`src/rtl/id_ex_issue.sv`:
```
// id_ex_issue: ID/EX pipeline register and operand-issue stage feeding the ALU.
//
// Captures decoded instruction fields and register-file read data. It holds
// them while the downstream stage stalls, and inserts a bubble on flush or on
// a load-use hazard. It resolves MEM/WB forwarding onto the issued operands.
//
// Ports:
//   i_clk, i_rst_n           clock, asynchronous active-low reset
//   i_valid / o_ready        decode handshake
//   i_pc, i_rs*_*, i_imm     decoded instruction and register-file read data
//   i_op1_pc, i_op2_imm      operand source selects
//   i_opsel, i_sub,
//   i_unsigned, i_arith      ALU control
//   i_rd_addr, i_rd_wen,
//   i_is_load                destination / load sideband
//   i_stall, i_flush         pipeline hold / squash
//   i_mem_*, i_wb_*          forwarding sources from the MEM and WB stages
//   o_valid, o_alu_*         EX-stage valid and ALU inputs
//   o_store_data, o_pc,
//   o_rd_addr, o_rd_wen,
//   o_is_load                EX-stage sideband
module id_ex_issue #(
  parameter int unsigned      XLEN     = 32,
  parameter logic [XLEN-1:0]  RESET_PC = 32'h0000_0000
) (
  input  logic            i_clk,
  input  logic            i_rst_n,
  input  logic            i_valid,
  output logic            o_ready,
  input  logic [XLEN-1:0] i_pc,
  input  logic [4:0]      i_rs1_addr,
  input  logic [4:0]      i_rs2_addr,
  input  logic            i_rs1_used,
  input  logic            i_rs2_used,
  input  logic [XLEN-1:0] i_rs1_data,
  input  logic [XLEN-1:0] i_rs2_data,
  input  logic [XLEN-1:0] i_imm,
  input  logic            i_op1_pc,
  input  logic            i_op2_imm,
  input  logic [2:0]      i_opsel,
  input  logic            i_sub,
  input  logic            i_unsigned,
  input  logic            i_arith,
  input  logic [4:0]      i_rd_addr,
  input  logic            i_rd_wen,
  input  logic            i_is_load,
  input  logic            i_stall,
  input  logic            i_flush,
  input  logic            i_mem_wen,
  input  logic [4:0]      i_mem_rd,
  input  logic [XLEN-1:0] i_mem_data,
  input  logic            i_wb_wen,
  input  logic [4:0]      i_wb_rd,
  input  logic [XLEN-1:0] i_wb_data,
  output logic            o_valid,
  output logic [2:0]      o_alu_opsel,
  output logic            o_alu_sub,
  output logic            o_alu_unsigned,
  output logic            o_alu_arith,
  output logic [XLEN-1:0] o_alu_op1,
  output logic [XLEN-1:0] o_alu_op2,
  output logic [XLEN-1:0] o_store_data,
  output logic [XLEN-1:0] o_pc,
  output logic [4:0]      o_rd_addr,
  output logic            o_rd_wen,
  output logic            o_is_load
);

  // Pipeline state.
  logic            valid_r;
  logic [2:0]      opsel_r;
  logic            sub_r;
  logic            unsigned_r;
  logic            arith_r;
  logic [XLEN-1:0] pc_r;
  logic [4:0]      rd_addr_r;
  logic            rd_wen_r;
  logic            is_load_r;
  logic [4:0]      rs1_addr_r;
  logic [4:0]      rs2_addr_r;
  logic [XLEN-1:0] rs1_val_r;
  logic [XLEN-1:0] rs2_val_r;
  logic [XLEN-1:0] imm_r;
  logic            op1_pc_r;
  logic            op2_imm_r;

  logic            hazard_s;
  logic [XLEN-1:0] cap_rs1_s;
  logic [XLEN-1:0] cap_rs2_s;
  logic [XLEN-1:0] fwd_rs1_s;
  logic [XLEN-1:0] fwd_rs2_s;

  // Value to capture for a source register. x0 is always zero; a same-cycle
  // WB write is not yet visible in the register file read, so take it here.
  function automatic logic [XLEN-1:0] capture_val(
    input logic [4:0]      addr,
    input logic [XLEN-1:0] rf_data,
    input logic            wb_wen,
    input logic [4:0]      wb_rd,
    input logic [XLEN-1:0] wb_data
  );
    logic [XLEN-1:0] val;
    if (addr == 5'd0) begin
      val = '0;
    end else if (wb_wen && (wb_rd == addr)) begin
      val = wb_data;
    end else begin
      val = rf_data;
    end
    return val;
  endfunction

  // Forwarded value of a captured source register; MEM is younger than WB,
  // so it wins. A zero address never matches because rd==0 is excluded.
  function automatic logic [XLEN-1:0] forward_val(
    input logic [4:0]      addr,
    input logic [XLEN-1:0] reg_val,
    input logic            mem_wen,
    input logic [4:0]      mem_rd,
    input logic [XLEN-1:0] mem_data,
    input logic            wb_wen,
    input logic [4:0]      wb_rd,
    input logic [XLEN-1:0] wb_data
  );
    logic [XLEN-1:0] val;
    if (mem_wen && (mem_rd != 5'd0) && (mem_rd == addr)) begin
      val = mem_data;
    end else if (wb_wen && (wb_rd != 5'd0) && (wb_rd == addr)) begin
      val = wb_data;
    end else begin
      val = reg_val;
    end
    return val;
  endfunction

  // Load-use hazard detection and decode handshake.
  always_comb begin
    hazard_s = valid_r & is_load_r & rd_wen_r & (rd_addr_r != 5'd0) & i_valid &
               ((i_rs1_used & (i_rs1_addr == rd_addr_r)) |
                (i_rs2_used & (i_rs2_addr == rd_addr_r)));
    o_ready  = ~i_stall & ~hazard_s & ~i_flush;
  end

  // Capture-time source values.
  always_comb begin
    cap_rs1_s = capture_val(i_rs1_addr, i_rs1_data, i_wb_wen, i_wb_rd, i_wb_data);
    cap_rs2_s = capture_val(i_rs2_addr, i_rs2_data, i_wb_wen, i_wb_rd, i_wb_data);
  end

  // Pipeline register update: flush > stall > hazard bubble > capture > idle.
  // Bubbles keep the data fields as they were, so they stay deterministic.
  always_ff @(posedge i_clk or negedge i_rst_n) begin
    if (!i_rst_n) begin
      valid_r    <= 1'b0;
      opsel_r    <= 3'b000;
      sub_r      <= 1'b0;
      unsigned_r <= 1'b0;
      arith_r    <= 1'b0;
      pc_r       <= RESET_PC;
      rd_addr_r  <= 5'd0;
      rd_wen_r   <= 1'b0;
      is_load_r  <= 1'b0;
      rs1_addr_r <= 5'd0;
      rs2_addr_r <= 5'd0;
      rs1_val_r  <= '0;
      rs2_val_r  <= '0;
      imm_r      <= '0;
      op1_pc_r   <= 1'b0;
      op2_imm_r  <= 1'b0;
    end else if (i_flush) begin
      valid_r   <= 1'b0;
      rd_wen_r  <= 1'b0;
      is_load_r <= 1'b0;
    end else if (i_stall) begin
      valid_r <= valid_r;
    end else if (hazard_s || !i_valid) begin
      valid_r   <= 1'b0;
      rd_wen_r  <= 1'b0;
      is_load_r <= 1'b0;
    end else begin
      valid_r    <= 1'b1;
      opsel_r    <= i_opsel;
      sub_r      <= i_sub;
      unsigned_r <= i_unsigned;
      arith_r    <= i_arith;
      pc_r       <= i_pc;
      rd_addr_r  <= i_rd_addr;
      rd_wen_r   <= i_rd_wen;
      is_load_r  <= i_is_load;
      rs1_addr_r <= i_rs1_addr;
      rs2_addr_r <= i_rs2_addr;
      rs1_val_r  <= cap_rs1_s;
      rs2_val_r  <= cap_rs2_s;
      imm_r      <= i_imm;
      op1_pc_r   <= i_op1_pc;
      op2_imm_r  <= i_op2_imm;
    end
  end

  // Operand forwarding and selection.
  always_comb begin
    fwd_rs1_s = forward_val(rs1_addr_r, rs1_val_r, i_mem_wen, i_mem_rd, i_mem_data,
                            i_wb_wen, i_wb_rd, i_wb_data);
    fwd_rs2_s = forward_val(rs2_addr_r, rs2_val_r, i_mem_wen, i_mem_rd, i_mem_data,
                            i_wb_wen, i_wb_rd, i_wb_data);
    if (op1_pc_r) begin
      o_alu_op1 = pc_r;
    end else begin
      o_alu_op1 = fwd_rs1_s;
    end
    if (op2_imm_r) begin
      o_alu_op2 = imm_r;
    end else begin
      o_alu_op2 = fwd_rs2_s;
    end
    o_store_data = fwd_rs2_s;
  end

  assign o_valid        = valid_r;
  assign o_alu_opsel    = opsel_r;
  assign o_alu_sub      = sub_r;
  assign o_alu_unsigned = unsigned_r;
  assign o_alu_arith    = arith_r;
  assign o_pc           = pc_r;
  assign o_rd_addr      = rd_addr_r;
  assign o_rd_wen       = rd_wen_r;
  assign o_is_load      = is_load_r;

endmodule
```
`config.mk`:
```
export PLATFORM = sky130hd
export DESIGN_NAME = id_ex_issue
export DESIGN_NICKNAME = d
export VERILOG_FILES = /design/src/rtl/id_ex_issue.sv
export SDC_FILE = /design/constraint.sdc
export NUM_CORES = 1
export LEC_CHECK = 0
export CELL_PAD_IN_SITES_DETAIL_PLACEMENT = 1
export CELL_PAD_IN_SITES_GLOBAL_PLACEMENT = 1
export CORE_UTILIZATION = 36
export DETAILED_ROUTE_END_ITERATION = 10
export HOLD_SLACK_MARGIN = 0.02
export PLACE_DENSITY = 0.87
export REMOVE_ABC_BUFFERS = 1
export SETUP_SLACK_MARGIN = 0.4
export SLEW_MARGIN = 40
export SYNTH_ARGS = -nofsm -noshare
export SYNTH_HDL_FRONTEND = slang
export SYNTH_SLANG_ARGS = --single-unit
```
`constraint.sdc`:
```
create_clock -name i_clk -period 6.5 [get_ports i_clk]
set_clock_uncertainty 0.1 [all_clocks]
set_input_delay 0.975 -clock i_clk [delete_from_list [all_inputs] [get_ports i_clk]]
set_output_delay 0.975 -clock i_clk [all_outputs]
set_load 0.005 [all_outputs]
```
==> impl_metrics.csv, run 1 <==
group,metric,value,unit
outcome,outcome,"finished, final reports clean",
timing,finalCriticalPeriod,5.60,ns
timing,tightest_slew,0.903,ns
die,placement_rows,60,
timing,rsz0062_at_grt,"no",
global_routing,grt_pass1_vias,11600,
timing,slew_viol_final,0,
finish,final_layout_size_suffix_gt1_frac,0.194,
drt,drc,0,
clock_tree,clockBufferDepth,2,
finish,final_cell_mix,"clkdlybuf4s50_1 (377), mux2_2 (183), dfrtp_1 (152)",
finish,mostFrequentLayoutCell,"clkdlybuf4s50_1",
drt,num_vias,10500,
setup_path,required,5.42,ns
setup_path,r2r_start,"o_rd_addr[3]",
setup_path,reg2reg_to,"o_pc[21]",
finish,syn_to_final_growth,47.3,%
clock_tree,cts_buffers,17,
hold_path,hold_path.class,"primary input to async pin",
global_routing,grt_remaining_overflow,0,
synth,synth-warning-count,0,
synth,ys_seq_area_frac,0.390,
synth,avgSynthCellArea,9.62,um^2
timing,finalSetupViolations,0,
clock_tree,clk_pin_slew,0.07,ns
setup_path,crit_path_end_kind,"output pin",
clock_tree,post_cts_buffers,0,
global_routing,grt_max_degree,101,
clock_tree,cts_root_buf,"clkbuf_16",
global_routing,grt_first_pass_wirelength,67.8,mm
global_routing,track_usage,0.315,
timing,hold_slack,0.320,ns
clock_tree,cts_tree,"done",
global_routing,antenna_found_initial,0,
clock_tree,ctsHtreeMaxLevel,4,
finish,final_nets,1563,
finish,n_antenna_cell,0,
placement,dp_hpwl,29.7,mm
timing,maxSlewHeadroom,0.398,
finish,fill_cells,2956,
drt,wire_per_inst,26.8,um
clock_tree,cts.sinks,154,
finish,fin_cells,1679,
power,p_leak,5.41,nW
drt,wl,45.1,mm
synth,yosysUniqueCellTypes,38,
placement,dp_cells,1647,
synth,synth_area,0.00987,mm^2
finish,post-route-util,0.540,
timing,fin_crit_sh,0.861,
clock_tree,ctsHoldBuffers,0,
placement,port_buffers,378,
die,boundaryPins,379,
setup_path,start_kind,"primary input",
clock_tree,cts_resized,0,
clock_tree,clk_latency,0.43,ns
setup_path,regToRegSetupSlack,3.60,ns
placement,gp_congestion,0.831,
power,p_per_area,275,mW/mm^2
setup_path,reg2reg_depth,7,
die,fp.dieH,168,um
setup_path,arrival,4.52,ns
drt,ant_nets,0,
timing,clock.fmax,0.179,GHz
timing,finalHoldViolCount,0,
drt,drt-pass1-iter-count,5,
die,dieArea,0.0281,mm^2
setup_path,crit_type,"primary input to output pin",
flow_run,maxCapViolCount,0,
power,ir_worst_vdd,147,uV
synth,synth-seq-cells,154,
die,core_area,0.0270,mm^2
setup_path,crit_start,"i_mem_rd[1]",
die,die_w,168,um
synth,syn_inst,1026,
setup_path,crit_fanout,32,
drt,vias_per_cell,6.25,
drt,drt_iter0_drc,752,
die,initial_core_util,0.366,
==> power breakdown <==
group | switching (mW) | internal (mW) | total (mW) | leakage [nW]
sequential | 0.159 | 1.14 | 1.30 | 1.83
combinational | 0.695 | 0.873 | 1.57 | 3.27
clock | 0.440 | 0.690 | 1.13 | 0.309
total | 1.29 | 2.71 | 4.00 | 5.41
==> cells in the mapped netlist, drive strengths merged <==
cell type	n	area [um^2]
a211oi	2	15.0
a21o	1	7.51
a21oi	66	330
a221oi	30	263
a22o	2	17.5
a311oi	1	8.76
a31oi	32	200
and2	2	12.5
and3	30	188
and4	5	43.8
buf	48	273
clkbuf	71	267
dfrtp	154	3850
inv	2	7.51
mux2	183	2060
nand2	39	146
nand2b	2	12.5
nand3	68	340
nand4	37	231
nor2	37	139
nor2b	1	6.26
nor3	3	15.0
nor4	32	200
o21a	1	7.51
o21ai	66	338
o221a	1	11.3
o221ai	1	8.76
o22ai	1	6.26
o31ai	64	480
or3	2	12.5
or4	4	33.8
xnor2	33	289
xor2	5	43.8
==> worst max-delay path, cell delays in order <==
cell	delay, ns
clkdlybuf4s50_1	0.47
or4_1	0.61
o21ai_4	0.56
or3_2	0.79
a31oi_1	0.28
mux2_2	0.34
clkdlybuf4s50_1	0.48
==> metrics by stage <==
stage	worst slack (ns)	cell area [um^2]	TNS [ns]	power, mW
2_1_floorplan	-3.27	9330	-502.22	1.91
3_3_place_gp	0.980	13800	0	2.78
3_5_place_dp	0.960	13800	0	2.86
4_1_cts	0.959	14500	0	4.00
5_1_grt	0.836	14500	0	4.16
6_report	0.904	14500	0	4.00
==> kinds of logic after synthesis <==
| family | synth area share |
|---|---|
| AND/OR/NAND/NOR | 0.140 |
| XOR/XNOR | 0.0337 |
| flip-flops | 0.390 |
| buffers and inverters | 0.0554 |
| multiplexers | 0.209 |
| AO/OA/AOI/OAI | 0.172 |
==> flip-flops by register name, summed over array words and instances (netlist names), 3 cells and up <==
signal       flops
o_rd_addr        5
imm_r           32
o_pc            32
rs1_addr_r       5
rs2_addr_r       5
rs1_val_r       32
o_alu_opsel      3
rs2_val_r       32
==> routing by layer <==
layer	GRT usage	wire, um	vias to the layer above
met5	0	0	-
met2	0.542	22200	621
met3	0.0763	3530	133
met1	0.364	17400	5260
li1	-	-	4482
met4	0.158	1880	0
==> how the worst max path moves through the flow <==
| stage | endpoint | slack [ns] | cells after the start |
|---|---|---|---|
| 6_report | o_alu_op2[25] | 0.90 | 7 |
| 5_1_grt | o_alu_op2[8] | 0.84 | 7 |
| 4_1_cts | o_alu_op1[26] | 0.96 | 7 |
| 3_5_place_dp | o_alu_op1[26] | 0.96 | 7 |
| 3_3_place_gp | o_alu_op2[10] | 0.98 | 8 |
| 2_1_floorplan | imm_r[0] | -3.27 | 5 |
==> final cells by class <==
class,count,area (um^2),area share
tap,341,427,0.0293
clock buffer,19,443,0.0305
inverter,2,7.51,0.000516
multi-input combinational,751,5580,0.384
sequential,154,3860,0.265
timing repair buffer,401,4030,0.277
clock inverter,11,194,0.0133
Note: power is estimated with default switching activity, not from simulation.
==> run 2, diff against run 1 <==
--- a/config.mk
+++ b/config.mk
@@ -5,12 +5,14 @@
 export SDC_FILE = /design/constraint.sdc
 export NUM_CORES = 1
 export LEC_CHECK = 0
+export ABC_AREA = 1
 export CELL_PAD_IN_SITES_DETAIL_PLACEMENT = 1
 export CELL_PAD_IN_SITES_GLOBAL_PLACEMENT = 1
-export CORE_UTILIZATION = 36
+export CORE_ASPECT_RATIO = 1.1
+export CORE_UTILIZATION = 33
 export DETAILED_ROUTE_END_ITERATION = 10
 export HOLD_SLACK_MARGIN = 0.02
-export PLACE_DENSITY = 0.87
+export PLACE_DENSITY = 0.86
 export REMOVE_ABC_BUFFERS = 1
 export SETUP_SLACK_MARGIN = 0.4
 export SLEW_MARGIN = 40
==> run 2 against run 1 <==
  * Global-route usage fell by 1.5 points
  * Setup slack improved by 0.29 ns
  * Sequential power fell by 5%
  * Sequential share of layout area fell by 1.5 points
  * Die area rose by 19%
  * Critical endpoint is now o_store_data[3]
==> impl_metrics.csv, run 2 <==
group,metric,value,unit
die,core_area,0.0322,mm^2
die,fp.dieH,192,um
synth,async_flop_share,1.00,
synth,syn_inst,1774,
power,p_leak,8.20,nW
die,placement_rows,69,
synth,synth_common_cells,"nand2_1 (732), nand3_1 (375), nor2_1 (156)",
timing,slew_viol_final,0,
drt,drc,0,
timing,finalHoldViolCount,0,
timing,finalSetupViolations,0,
placement,port_buffers,378,
synth,synth-seq-cells,154,
timing,hold_slack,0.381,ns
synth,synth-main-ff-cell,"dfrtp_1",
clock_tree,cts_tree,"done",
finish,mostFrequentLayoutCell,"nand2_1",
synth,synth-warning-count,0,
synth,yosysUniqueCellTypes,24,
outcome,outcome,"finished, final reports clean",
setup_path,crit_type,"primary input to output pin",
clock_tree,clk_latency,0.44,ns
global_routing,grt_first_pass_wirelength,77.1,mm
clock_tree,ctsHtreeMaxLevel,4,
finish,final_nets,2308,
timing,rsz0062_at_grt,"no",
global_routing,grt_max_degree,121,
synth,synth.most_common_cell,"nand2_1",
die,initial_core_util,0.335,
setup_path,start_kind,"primary input",
flow_run,maxCapViolCount,0,
setup_path,regToRegSetupSlack,3.32,ns
clock_tree,clockBufferDepth,2,
power,p_per_area,236,mW/mm^2
finish,syn_to_final_growth,42.9,%
clock_tree,cts_resized,0,
synth,synth-edff-count,0,
synth,ys_seq_area_frac,0.357,
drt,wl,50.0,mm
clock_tree,cts_root_buf,"clkbuf_16",
die,boundaryPins,379,
placement,dp_hpwl,33.0,mm
finish,final_layout_size_suffix_gt1_frac,0.0346,
setup_path,crit_path_end_kind,"output pin",
global_routing,track_usage,0.300,
global_routing,grt_remaining_overflow,0,
drt,drt_iter0_drc,817,
timing,finalSetupTns,0,ns
power,ir_worst_vdd,168,uV
synth,synth_top_area_share,0.357,
finish,final_cell_mix,"nand2_1 (729), clkdlybuf4s50_1 (376), nand3_1 (372)",
synth,synth_top_area_cell,"dfrtp_1",
clock_tree,ctsHoldBuffers,0,
power,finalPower,3.64,mW
hold_path,hold_path.class,"flip-flop to flip-flop",
placement,gp_congestion,0.823,
global_routing,antenna_found_initial,6,
synth,synth_area_leaders,"dfrtp_1 (36%), nand2_1 (25%), nand3_1 (17%)",
setup_path,r2r_start,"o_rd_addr[4]",
setup_path,endpoint,"o_store_data[3]",
global_routing,grt_pass1_vias,13800,
setup_path,crit_start,"i_wb_rd[4]",
drt,num_vias,13100,
drt,drt-pass1-iter-count,5,
timing,clock.fmax,0.188,GHz
clock_tree,clk_pin_slew,0.06,ns
timing,finalCriticalPeriod,5.31,ns
die,die_w,174,um
setup_path,reg2reg_to,"o_pc[25]",
drt,vias_per_cell,5.21,
setup_path,required,5.42,ns
drt,ant_nets,0,
drt,wire_per_inst,19.9,um
placement,dp_cells,2479,
timing,maxSlewHeadroom,0.424,
setup_path,reg2reg_depth,12,
timing,tightest_slew,0.863,ns
clock_tree,cts_buffers,17,
setup_path,crit_fanout,33,
clock_tree,cts.sinks,154,
finish,fin_cells,2512,
synth,avgSynthCellArea,6.08,um^2
finish,post-route-util,0.478,
clock_tree,post_cts_buffers,0,
timing,fin_crit_sh,0.817,
setup_path,arrival,4.24,ns
die,dieArea,0.0334,mm^2
synth,synth_area,0.0108,mm^2
## run 2: metal layers
metal	track usage	vias to the layer above	wire length [um]
met4	0.144	4	1870
met5	0	-	25
met2	0.533	484	25600
met1	0.348	6405	19900
met3	0.0541	112	2660
li1	-	6080	-
## run 2: power by group
part	switching (mW)	internal, mW	leakage [nW]	total (mW)
Clock	0.424	0.572	0.269	0.997
Sequential	0.130	1.11	1.92	1.24
Combinational	0.721	0.677	6.00	1.40
## run 2: worst min path at each step
stage                     end            from  cells after the start
2_1_floorplan       imm_r[30]       imm_r[30]                      2
3_3_place_gp         imm_r[1]        imm_r[1]                      2
3_5_place_dp    rs2_val_r[24]   rs2_val_r[24]                      2
4_1_cts          rs1_val_r[4]    rs1_val_r[4]                      2
5_1_grt         rs2_val_r[21]   rs2_val_r[21]                      2
6_report       o_alu_opsel[1]  o_alu_opsel[1]                      2
## run 2: cell type report
| class | count | area (um^2) |
|---|---|---|
| Antenna cell | 4 | 10.0 |
| Clock inverter | 2 | 35.0 |
| Inverter | 154 | 578 |
| Fill cell | 4255 | 16800 |
| Multi-Input combinational cell | 1346 | 5880 |
| Clock buffer | 27 | 513 |
| Timing Repair Buffer | 399 | 3990 |
| Sequential cell | 154 | 3860 |
| Tap cell | 426 | 533 |
## run 2: logic make-up after synthesis
family / count (synthesis) / share of synthesized area
AND/OR/NAND/NOR: 1306 / 0.510
XOR/XNOR: 20 / 0.0162
buffers and inverters: 274 / 0.106
AO/OA/AOI/OAI: 20 / 0.0106
flip-flops: 154 / 0.357
## run 2: per-stage QoR
stage | cell area (um^2) | setup WS [ns]
after floorplan | 10200 | 1.35
after global placement | 14800 | 1.04
after detailed placement | 14800 | 1.30
after CTS | 15400 | 1.24
after global routing | 15400 | 0.970
final | 15400 | 1.19
## run 2: worst max-delay path, cell delays in order
cell	delay [ns]
clkdlybuf4s50_1	0.66
nor2_1	0.12
nand3_1	0.10
nand2_1	0.14
nor2_4	0.13
buf_4	0.42
nand2_2	0.62
nand2_1	0.24
nand3_1	0.16
and2_1	0.21
clkdlybuf4s50_1	0.45
